==> src/rtl/tmds_decode.sv <==
// tmds_decode: one TMDS receive lane, word alignment via bitslip plus decode.
// Define TMDS_GUARD_EN to recognise the video guard band (adds is_guard port).
module tmds_decode #(
  parameter int CHANNEL        = 0,
  parameter int LOCK_TOKENS    = 8,
  parameter int SEARCH_WINDOW  = 1024,
  parameter int SLIP_SETTLE    = 16,
  parameter int TIMEOUT_CYCLES = 4096
) (
  input  logic       clk,
  input  logic       reset_n,
  input  logic [9:0] tmds,
  output logic       bitslip,
  output logic       locked,
  output logic [7:0] data,
  output logic [1:0] control,
  output logic       in_image,
`ifdef TMDS_GUARD_EN
  output logic       is_guard,
`endif
  output logic       is_control
);

  localparam int TW = $clog2(LOCK_TOKENS + 2);
  localparam int WW = $clog2(SEARCH_WINDOW + 2);
  localparam int SW = $clog2(SLIP_SETTLE + 2);
  localparam int OW = $clog2(TIMEOUT_CYCLES + 2);

  localparam logic [TW-1:0] TOK_LAST = TW'(LOCK_TOKENS - 1);
  localparam logic [WW-1:0] WIN_LAST = WW'(SEARCH_WINDOW - 1);
  localparam logic [SW-1:0] SET_LAST = SW'(SLIP_SETTLE - 1);
  localparam logic [OW-1:0] TO_LAST  = OW'(TIMEOUT_CYCLES - 1);

  localparam logic [9:0] GUARD =
    (CHANNEL == 1) ? 10'b0100110011 : 10'b1011001100;

`ifdef TMDS_GUARD_EN
  localparam bit GUARD_EN = 1'b1;
`else
  localparam bit GUARD_EN = 1'b0;
`endif

  typedef enum logic [1:0] {
    SEARCH,
    SLIP,
    SETTLE,
    LOCKED
  } state_t;

  state_t state_q, state_d;

  logic [9:0]    sym_q;
  logic [TW-1:0] tok_cnt_q, tok_cnt_d;
  logic [WW-1:0] win_cnt_q, win_cnt_d;
  logic [SW-1:0] set_cnt_q, set_cnt_d;
  logic [OW-1:0] to_cnt_q, to_cnt_d;

  logic       bitslip_q, bitslip_d;
  logic       locked_q, locked_d;
  logic [7:0] data_q, data_d;
  logic [1:0] control_q, control_d;
  logic       in_image_q, in_image_d;
  logic       is_control_q, is_control_d;
  logic       is_guard_q, is_guard_d;

  logic       is_tok;
  logic [1:0] tok_val;
  logic       is_grd;
  logic [7:0] pre;
  logic [7:0] dec;
  logic       lock_nx;

  always_comb begin
    is_tok  = 1'b1;
    tok_val = 2'b00;
    unique case (sym_q)
      10'b1101010100: tok_val = 2'b00;
      10'b0010101011: tok_val = 2'b01;
      10'b0101010100: tok_val = 2'b10;
      10'b1010101011: tok_val = 2'b11;
      default:        is_tok  = 1'b0;
    endcase
  end

  assign is_grd = GUARD_EN && (sym_q == GUARD);

  // Undo the transmit-side XOR/XNOR chain and optional inversion.
  assign pre = sym_q[9] ? ~sym_q[7:0] : sym_q[7:0];

  always_comb begin
    dec    = 8'h00;
    dec[0] = pre[0];
    for (int i = 1; i < 8; i++) begin
      dec[i] = sym_q[8] ? (pre[i] ^ pre[i-1])
                        : ~(pre[i] ^ pre[i-1]);
    end
  end

  always_comb begin
    state_d   = state_q;
    tok_cnt_d = '0;
    win_cnt_d = '0;
    set_cnt_d = '0;
    to_cnt_d  = '0;
    unique case (state_q)
      SEARCH: begin
        if (is_tok && tok_cnt_q >= TOK_LAST) begin
          state_d = LOCKED;
        end else if (win_cnt_q >= WIN_LAST) begin
          state_d = SLIP;
        end else begin
          tok_cnt_d = is_tok ? tok_cnt_q + TW'(1) : '0;
          win_cnt_d = win_cnt_q + WW'(1);
        end
      end
      SLIP: begin
        state_d = SETTLE;
      end
      SETTLE: begin
        if (set_cnt_q >= SET_LAST) begin
          state_d = SEARCH;
        end else begin
          set_cnt_d = set_cnt_q + SW'(1);
        end
      end
      LOCKED: begin
        // A token on the final timeout cycle still rescues the lock.
        if (is_tok) begin
          to_cnt_d = '0;
        end else if (to_cnt_q >= TO_LAST) begin
          state_d = SEARCH;
        end else begin
          to_cnt_d = to_cnt_q + OW'(1);
        end
      end
    endcase
  end

  assign lock_nx = (state_d == LOCKED);

  always_comb begin
    bitslip_d    = (state_d == SLIP);
    locked_d     = lock_nx;
    is_control_d = is_tok;
    in_image_d   = lock_nx && !is_tok && !is_grd;
    is_guard_d   = lock_nx && is_grd;
    data_d       = in_image_d ? dec : 8'h00;
    control_d    = 2'b00;
    if (lock_nx) begin
      control_d = is_tok ? tok_val : control_q;
    end
  end

  always_ff @(posedge clk or negedge reset_n) begin
    if (!reset_n) begin
      sym_q        <= '0;
      state_q      <= SEARCH;
      tok_cnt_q    <= '0;
      win_cnt_q    <= '0;
      set_cnt_q    <= '0;
      to_cnt_q     <= '0;
      bitslip_q    <= 1'b0;
      locked_q     <= 1'b0;
      data_q       <= 8'h00;
      control_q    <= 2'b00;
      in_image_q   <= 1'b0;
      is_control_q <= 1'b0;
      is_guard_q   <= 1'b0;
    end else begin
      sym_q        <= tmds;
      state_q      <= state_d;
      tok_cnt_q    <= tok_cnt_d;
      win_cnt_q    <= win_cnt_d;
      set_cnt_q    <= set_cnt_d;
      to_cnt_q     <= to_cnt_d;
      bitslip_q    <= bitslip_d;
      locked_q     <= locked_d;
      data_q       <= data_d;
      control_q    <= control_d;
      in_image_q   <= in_image_d;
      is_control_q <= is_control_d;
      is_guard_q   <= is_guard_d;
    end
  end

  assign bitslip    = bitslip_q;
  assign locked     = locked_q;
  assign data       = data_q;
  assign control    = control_q;
  assign in_image   = in_image_q;
  assign is_control = is_control_q;

`ifdef TMDS_GUARD_EN
  assign is_guard = is_guard_q;
`else
  logic unused_guard;
  assign unused_guard = is_guard_q;
`endif

endmodule

==> config.mk <==
export PLATFORM = sky130hd
export DESIGN_NAME = tmds_decode
export DESIGN_NICKNAME = d
export VERILOG_FILES = /design/src/rtl/tmds_decode.sv
export SDC_FILE = /design/constraint.sdc
export NUM_CORES = 1
export LEC_CHECK = 0
export ABC_AREA = 1
export CORE_ASPECT_RATIO = 1.2
export CORE_UTILIZATION = 51
export DETAILED_ROUTE_END_ITERATION = 6
export PLACE_DENSITY = 0.79
export SLEW_MARGIN = 20
export SYNTH_ARGS = -nofsm -noshare
export SYNTH_HDL_FRONTEND = slang
export SYNTH_SLANG_ARGS = --single-unit
==> constraint.sdc <==
create_clock -name clk -period 1.4 [get_ports clk]
set_input_delay 0.28 -clock clk [delete_from_list [all_inputs] [get_ports clk]]
set_output_delay 0.28 -clock clk [all_outputs]
set_load 0.005 [all_outputs]
==> impl_results.rst, run 1 <==
.. list-table::
   :header-rows: 1

   * - Metric
     - Value
   * - Tightest hold margin
     - 0.382 ns
   * - Die extent in x
     - 68.3 µm
   * - Number of buffers on the longest clock path
     - 2
   * - Max IR drop VDD
     - 761 µV
   * - Startpoint type of the worst setup path
     - register
   * - Worst Hold Class
     - in2reg
   * - P_sw
     - 1.32 mW
   * - Combinational cell fraction of total power
     - 24.6%
   * - Dpl cell area
     - 0.00334 mm²
   * - Post-synth top area share
     - 54.8%
   * - Sequential area share after synthesis
     - 54.8%
   * - Global routing usage summed across all routing layers
     - 23.6%
   * - # IOs
     - 26
   * - Post-detailed-route DRC marker count
     - 0
   * - First-pass GRT wire length
     - 9250 µm
   * - Data arrival time at the worst-slack endpoint
     - 1.86 ns
   * - Antenna violations before repair
     - 0
   * - Layout cell share with drive strength beyond 1
     - 36.1%
   * - Cell type with the highest aggregate area in the netlist
     - dfrtp_1
   * - Area growth from synthesis to layout
     - 38.9%
   * - Total number of vias
     - 2022
   * - Tmin final
     - 1.61 ns
   * - Remaining global-route overflow
     - 0
   * - Clock skew
     - 0.00367 ns
   * - Distinct cell type count after synthesis
     - 30
   * - TritonCTS sink count
     - 59
   * - Cell-internal power
     - 3.07 mW
   * - Drt via density
     - 4.85
   * - Final total negative setup slack
     - -6.13 ns
   * - Number of enable flip-flop cells after synthesis
     - 0
   * - Number of buffers inserted during clock tree synthesis
     - 9
   * - Fin nets
     - 377
   * - Worst r2r src
     - sym_q[3]$_DFF_PN0_
   * - Clock Root Buffer
     - clkbuf_8
   * - Overall power consumption
     - 4.39 mW
   * - Count of antenna-violating nets left after detailed routing
     - 0
   * - Synthesized area per cell
     - 10.3 µm²
   * - Dominant register cell in the synthesized netlist
     - dfrtp_1
   * - Global placer's final weighted congestion
     - 0.854
   * - H-tree levels
     - 3
   * - Hold violation total from the final report
     - 0
   * - Placeable core region
     - 0.00501 mm²
   * - Setup WS pre-CTS
     - -0.202 ns
   * - IO buf count
     - 25
   * - Ant diodes
     - 0
   * - Setup ws final
     - -0.211 ns
   * - Effective utilization at floorplan
     - 53.8%
   * - Netlist area before placement
     - 0.00269 mm²
   * - Clock-pin transition on the worst setup and hold timing paths
     - 0.06 ns
   * - Launch point of the worst hold path
     - tmds[4]
   * - DRT Pass-1 Iters
     - 4
   * - Static power due to leakage
     - 1.85 nW
   * - Total power divided by cell area
     - 1170 mW/mm²
   * - Largest net degree at the start of global routing
     - 24
   * - Outcome
     - finished, violations left
   * - Violations in the final reports
     - setup timing
   * - Final-report max-slew violation count
     - 0
   * - RSZ-0062 raised after global routing
     - true
   * - Final setup vio count
     - 44
   * - Most common cell in the netlist
     - dfrtp_1
   * - Placed wire-length estimate after detailed placement
     - 3610 µm
   * - Die Y
     - 81.6 µm
   * - Worst-Skew Late Latency
     - 0.33 ns
   * - Overall die area
     - 0.00558 mm²
   * - Proportion of synthesized flip-flops having asynchronous set or reset
     - 100%
   * - Max-cap check violation count
     - 0
   * - Final routed wire length divided by cell count
     - 13.5 µm
   * - Share of power burned in the clock network
     - 31.0%
   * - Worst Path Class, Setup
     - reg2reg
   * - Data required, critical path
     - 1.65 ns
   * - Most used standard cells in the synthesized netlist
     - dfrtp_1, nor2_1, inv_1
   * - Fmax
     - 621 MHz
   * - Critical Path Source
     - sym_q[3]$_DFF_PN0_
   * - Flop pwr share
     - 44.4%
   * - Initial DRC Count
     - 95
   * - Count of mapped cells out of synthesis
     - 262
   * - Share of the clock period used by the worst path
     - 115%
   * - Maximum fanout along the worst path
     - 5
   * - Synth Warn #
     - 0
   * - Detailed-route wire length
     - 5650 µm
   * - Synth area leaders
     - dfrtp_1, nor2_1, ha_1, xnor2_1, inv_1
   * - Via count of the first global-routing pass
     - 2091
   * - Clock tree from TritonCTS
     - built
   * - Final Cell Area
     - 0.00374 mm²
   * - #FFs+latches synth
     - 59
   * - Site Rows
     - 28
   * - Worst setup EP type
     - register
   * - Number of filler instances in the final layout
     - 335
   * - Switch share
     - 30.0%
## routing by layer
metal,global-route usage [%],vias to the layer above,part of all wire [%]
met5,0,-,0
li1,-,993,-
met1,25.9,986,40
met2,41.1,36,56
met3,8.33,7,2.6
met4,9.17,0,1.2
## layout by cell type, fill, tap and decap left out, types with 2 or more instances in the layout
cell / count
a21oi_1: 5
a21oi_2: 2
buf_12: 3
buf_4: 48
buf_6: 2
clkbuf_1: 3
clkbuf_8: 11
clkdlybuf4s50_1: 10
clkinv_2: 2
conb_1: 2
dfrtp_1: 59
dlygate4sd2_1: 14
ha_1: 6
ha_2: 7
inv_1: 27
inv_2: 7
nand2_1: 22
nand2_2: 5
nand2_4: 7
nand3_1: 7
nand3_2: 5
nand3_4: 2
nand3b_4: 2
nor2_1: 37
nor2_2: 13
nor2_4: 2
nor3_1: 5
nor3_2: 6
nor3b_2: 2
xnor2_1: 13
xor2_1: 10
## repair_timing
action,4_1_cts,5_1_grt
hold buffers,1,0
pin swaps,10,9
cloned,2,0
buffers inserted,8,7
resized for setup,26,16
endpoints found under the hold margin,16,0
setup endpoints to repair,60,46
## per-stage QoR
step | util [%] | instances
6_report | 74.7 | 417
5_1_grt | 74.7 | 417
4_1_cts | 72.5 | 410
3_5_place_dp | 66.7 | 383
3_3_place_gp | 66.7 | 383
2_1_floorplan | - | 263
## path summary, 6_finish.rpt
| path | endpoint | depth (start not counted) | slack [ns] |
|---|---|---|---|
| min in group asynchronous | data[2]$_DFF_PN0_ | 2 | 0.46 |
| setup reg to reg | win_cnt_q[7]$_DFF_PN0_ | 9 | -0.21 |
| hold reg to reg | tok_cnt_q[0]$_DFF_PN0_ | 2 | 0.53 |
| max in group asynchronous | to_cnt_q[2]$_DFF_PN0_ | 3 | 0.47 |
| hold / removal | sym_q[4]$_DFF_PN0_ | 1 | 0.38 |
| setup / recovery | win_cnt_q[7]$_DFF_PN0_ | 9 | -0.21 |
## power groups by stage
stage / registers (mW) / clock network, mW / logic, mW
global placement: 1.97 / 0 / 0.867
CTS: 1.95 / 1.40 / 0.957
detailed placement: 1.98 / 0 / 0.895
finish: 1.95 / 1.36 / 1.08
global route: 1.97 / 1.49 / 1.19
floorplan: 1.97 / 0 / 0.503
## cell type report
type / instances / area, µm² / area share, %
repair buffers: 79 / 681 / 18.2
multi-input cells: 168 / 1200 / 32.1
clock inverters: 2 / 10.0 / 0.268
well taps: 60 / 75.1 / 2.01
flip-flops and latches: 59 / 1480 / 39.5
clock buffers: 14 / 163 / 4.35
inverters: 35 / 134 / 3.58
## kinds of logic (layout without fill, tap and decap cells)
kind of cell	after synthesis	in the layout	synth area share, %
compound gates	11	11	2.69
xor+xnor	23	23	7.48
fa+ha+maj	13	13	6.04
buf+inv	38	130	5.71
flops	59	59	54.8
other cells	1	2	0.139
simple gates	117	119	23.1
## critical path, stage by stage (launching register included)
cell	delay, ns
dfrtp_1	0.39
inv_1	0.07
ha_1	0.19
nand2_1	0.08
nor2_2	0.04
nand2_2	0.08
nand2_4	0.09
a21oi_4	0.22
nand3_4	0.17
nor3b_2	0.20
## state kept, by name, summed over array words and instances, names as in the netlist
| name | flops |
|---|---|
| to_cnt_q | 13 |
| win_cnt_q | 11 |
| sym_q | 10 |
| data | 8 |
| set_cnt_q | 5 |
| tok_cnt_q | 4 |
| control | 2 |
| state_q | 2 |
| bitslip | 1 |
| in_image | 1 |
| is_control | 1 |
| locked | 1 |
No activity file was read; power rests on OpenSTA's default activity.
==> run 2, diff against run 1 <==
--- a/config.mk
+++ b/config.mk
@@ -10,6 +10,7 @@
 export CORE_UTILIZATION = 51
 export DETAILED_ROUTE_END_ITERATION = 6
 export PLACE_DENSITY = 0.79
+export SKIP_LAST_GASP = 1
 export SLEW_MARGIN = 20
 export SYNTH_ARGS = -nofsm -noshare
 export SYNTH_HDL_FRONTEND = slang
==> impl_results.rst, run 2 (same netlist as run 1, synthesis figures left out) <==
.. list-table::
   :header-rows: 1

   * - Metric
     - Value
   * - Drt via density
     - 4.84
   * - Number of flip-flops under the largest register name
     - 13
   * - Violations in the final reports
     - setup timing
   * - IO buf count
     - 25
   * - Startpoint type of the worst setup path
     - register
   * - Detailed-route wire length
     - 5520 µm
   * - Endpoint of the most critical register-to-register path
     - win_cnt_q[7]$_DFF_PN0_
   * - Outcome
     - finished, violations left
   * - Final standard cell utilization of the core
     - 73.9%
   * - Static power due to leakage
     - 1.84 nW
   * - Via count of the first global-routing pass
     - 2092
   * - Max IR drop VDD
     - 761 µV
   * - Worst-Skew Late Latency
     - 0.34 ns
   * - Remaining global-route overflow
     - 0
   * - Total number of vias
     - 2014
   * - Register area
     - 0.00148 mm²
   * - FF-to-FF setup slack
     - -0.21 ns
   * - Die extent in x
     - 68.3 µm
   * - Count of antenna-violating nets left after detailed routing
     - 0
   * - Final cell count without fillers
     - 416
   * - Critical Path Source
     - sym_q[3]$_DFF_PN0_
   * - Ant diodes
     - 0
   * - Clock skew
     - 0.00543 ns
   * - H-tree levels
     - 3
   * - Data arrival time at the worst-slack endpoint
     - 1.87 ns
   * - Cell at the slowest stage of the critical path
     - dfrtp_1
   * - Clock-pin transition on the worst setup and hold timing paths
     - 0.06 ns
   * - Clock Root Buffer
     - clkbuf_8
   * - Overall die area
     - 0.00558 mm²
   * - Most frequent cells in the layout
     - dfrtp_1, buf_4, nor2_1
   * - Final Cell Area
     - 0.00370 mm²
   * - Setup ws final
     - -0.210 ns
   * - Initial DRC Count
     - 107
   * - Placed wire-length estimate after detailed placement
     - 3610 µm
   * - # IOs
     - 26
   * - Die Y
     - 81.6 µm
   * - Share of the clock period used by the worst path
     - 115%
   * - Final setup vio count
     - 44
   * - First-pass GRT wire length
     - 9230 µm
   * - RSZ-0062 raised after global routing
     - true
   * - Footprint of the multi-input gates
     - 0.00117 mm²
   * - Crit-path cells
     - inv_1 -> ha_1 -> nand2_1 -> nor2_2 -> nand2_2 -> nand2_4 -> a21oi_4 -> nand3_4 -> nor3b_2
   * - Site Rows
     - 28
   * - Global placer's final weighted congestion
     - 0.854
   * - Largest net degree at the start of global routing
     - 24
   * - Maximum fanout along the worst path
     - 5
   * - Fin nets
     - 376
   * - Number of filler instances in the final layout
     - 341
   * - Destination of the critical timing path
     - win_cnt_q[7]$_DFF_PN0_
   * - Antenna violations before repair
     - 0
   * - Family of cells with the greatest summed delay on the critical path
     - simple AND/OR/NAND/NOR gates
   * - Worst r2r src
     - sym_q[3]$_DFF_PN0_
   * - Reg2reg path depth
     - 9
   * - Most flop-heavy register
     - to_cnt_q
   * - Total power divided by cell area
     - 1160 mW/mm²
   * - Final-report max-slew violation count
     - 0
   * - Hold violation total from the final report
     - 0
   * - Tmin final
     - 1.61 ns
   * - Worst Hold Class
     - in2reg
   * - Number of buffers and inverters on the critical path
     - 1
   * - Area growth from synthesis to layout
     - 37.3%
   * - Effective utilization at floorplan
     - 53.8%
   * - Data required, critical path
     - 1.66 ns
   * - Most frequent standard cell in the layout excluding fill and tap cells
     - dfrtp_1
   * - Dpl cell area
     - 0.00334 mm²
   * - DRT Pass-1 Iters
     - 4
   * - Crit-path max cell delay
     - 0.39 ns
   * - Worst Path Class, Setup
     - reg2reg
   * - Post-detailed-route DRC marker count
     - 0
   * - Layout cell share with drive strength beyond 1
     - 34.3%
   * - Final total negative setup slack
     - -6.20 ns
   * - Final routed wire length divided by cell count
     - 13.3 µm
   * - Number of logic stages on the critical path including buffering
     - 9
   * - Global routing usage summed across all routing layers
     - 23.6%
   * - Fmax
     - 621 MHz
   * - Number of buffers inserted during clock tree synthesis
     - 9
   * - Placeable core region
     - 0.00501 mm²
   * - Max-cap check violation count
     - 0
   * - Largest registers ranked by flip-flop count
     - to_cnt_q (13), win_cnt_q (11), sym_q (10)
   * - Number of buffers on the longest clock path
     - 2
   * - Worst setup EP type
     - register
   * - Dpl cells
     - 383
   * - Clock tree from TritonCTS
     - built
   * - TritonCTS sink count
     - 59
[run 2: cell count changes in the layout (fill, tap and decap cells not counted), sizes merged]
| cell | delta |
|---|---|
| buf | -1 |
[run 2: stage by stage]
step | power, mW | setup slack (ns) | hold WS, ns
2_1_floorplan | 2.47 | -0.0395 | -0.0156
5_1_grt | 4.54 | -0.314 | 0.363
6_report | 4.29 | -0.210 | 0.376
4_1_cts | 4.30 | -0.212 | 0.364
3_3_place_gp | 2.83 | -0.101 | 0.243
3_5_place_dp | 2.87 | -0.202 | 0.250
[run 2: repair_timing]
action                                  in CTS  in global routing
hold buffers                                 1                  0
gates resized for setup                     25                  7
gates cloned                                 2                  0
endpoints found under the hold margin       16                  0
buffers inserted                             8                  6
pin swaps                                   10                  8
endpoints found under the setup margin      60                 46
[run 2: cell type report]
class	count	share of cell area [%]
Tap cell	60	2.03
Clock inverter	2	0.271
Inverter	35	3.55
Timing Repair Buffer	78	18.1
Clock buffer	14	4.40
Multi-Input combinational cell	168	31.8
Sequential cell	59	39.9
[run 2: worst reg2reg max path: stages (launching register included)]
cell and delay [ns]:
dfrtp_1 0.39, inv_1 0.07, ha_1 0.19, nand2_1 0.08, nor2_2 0.04, nand2_2 0.08, nand2_4 0.09, a21oi_4 0.22
nand3_4 0.17, nor3b_2 0.20
[run 2: worst min path at each step]
stage | cells past startpoint | to | slack [ns] | startpoint
floorplan | 0 | bitslip$_DFF_PN0_ | -0.02 | reset_n
global placement | 1 | data[0]$_DFF_PN0_ | 0.24 | reset_n
detailed placement | 1 | data[0]$_DFF_PN0_ | 0.25 | reset_n
CTS | 1 | sym_q[4]$_DFF_PN0_ | 0.36 | tmds[4]
global route | 1 | sym_q[2]$_DFF_PN0_ | 0.36 | tmds[2]
finish | 1 | sym_q[4]$_DFF_PN0_ | 0.38 | tmds[4]
[run 2: where the power goes]
group | internal (mW) | switching, mW | leakage (nW)
logic | 0.445 | 0.533 | 0.963
registers | 1.85 | 0.0940 | 0.789
clock network | 0.735 | 0.636 | 0.0905
[run 2: routing by layer]
layer  wire length [µm]  vias up  track usage, %  share of wire [%]
met5                  0        -               0                  0
met4                 90        0            9.17                1.6
met3                145        9            8.33                2.6
met2               3000       35            41.1                 54
met1               2290      975            25.7                 41
li1                   -      995               -                  -
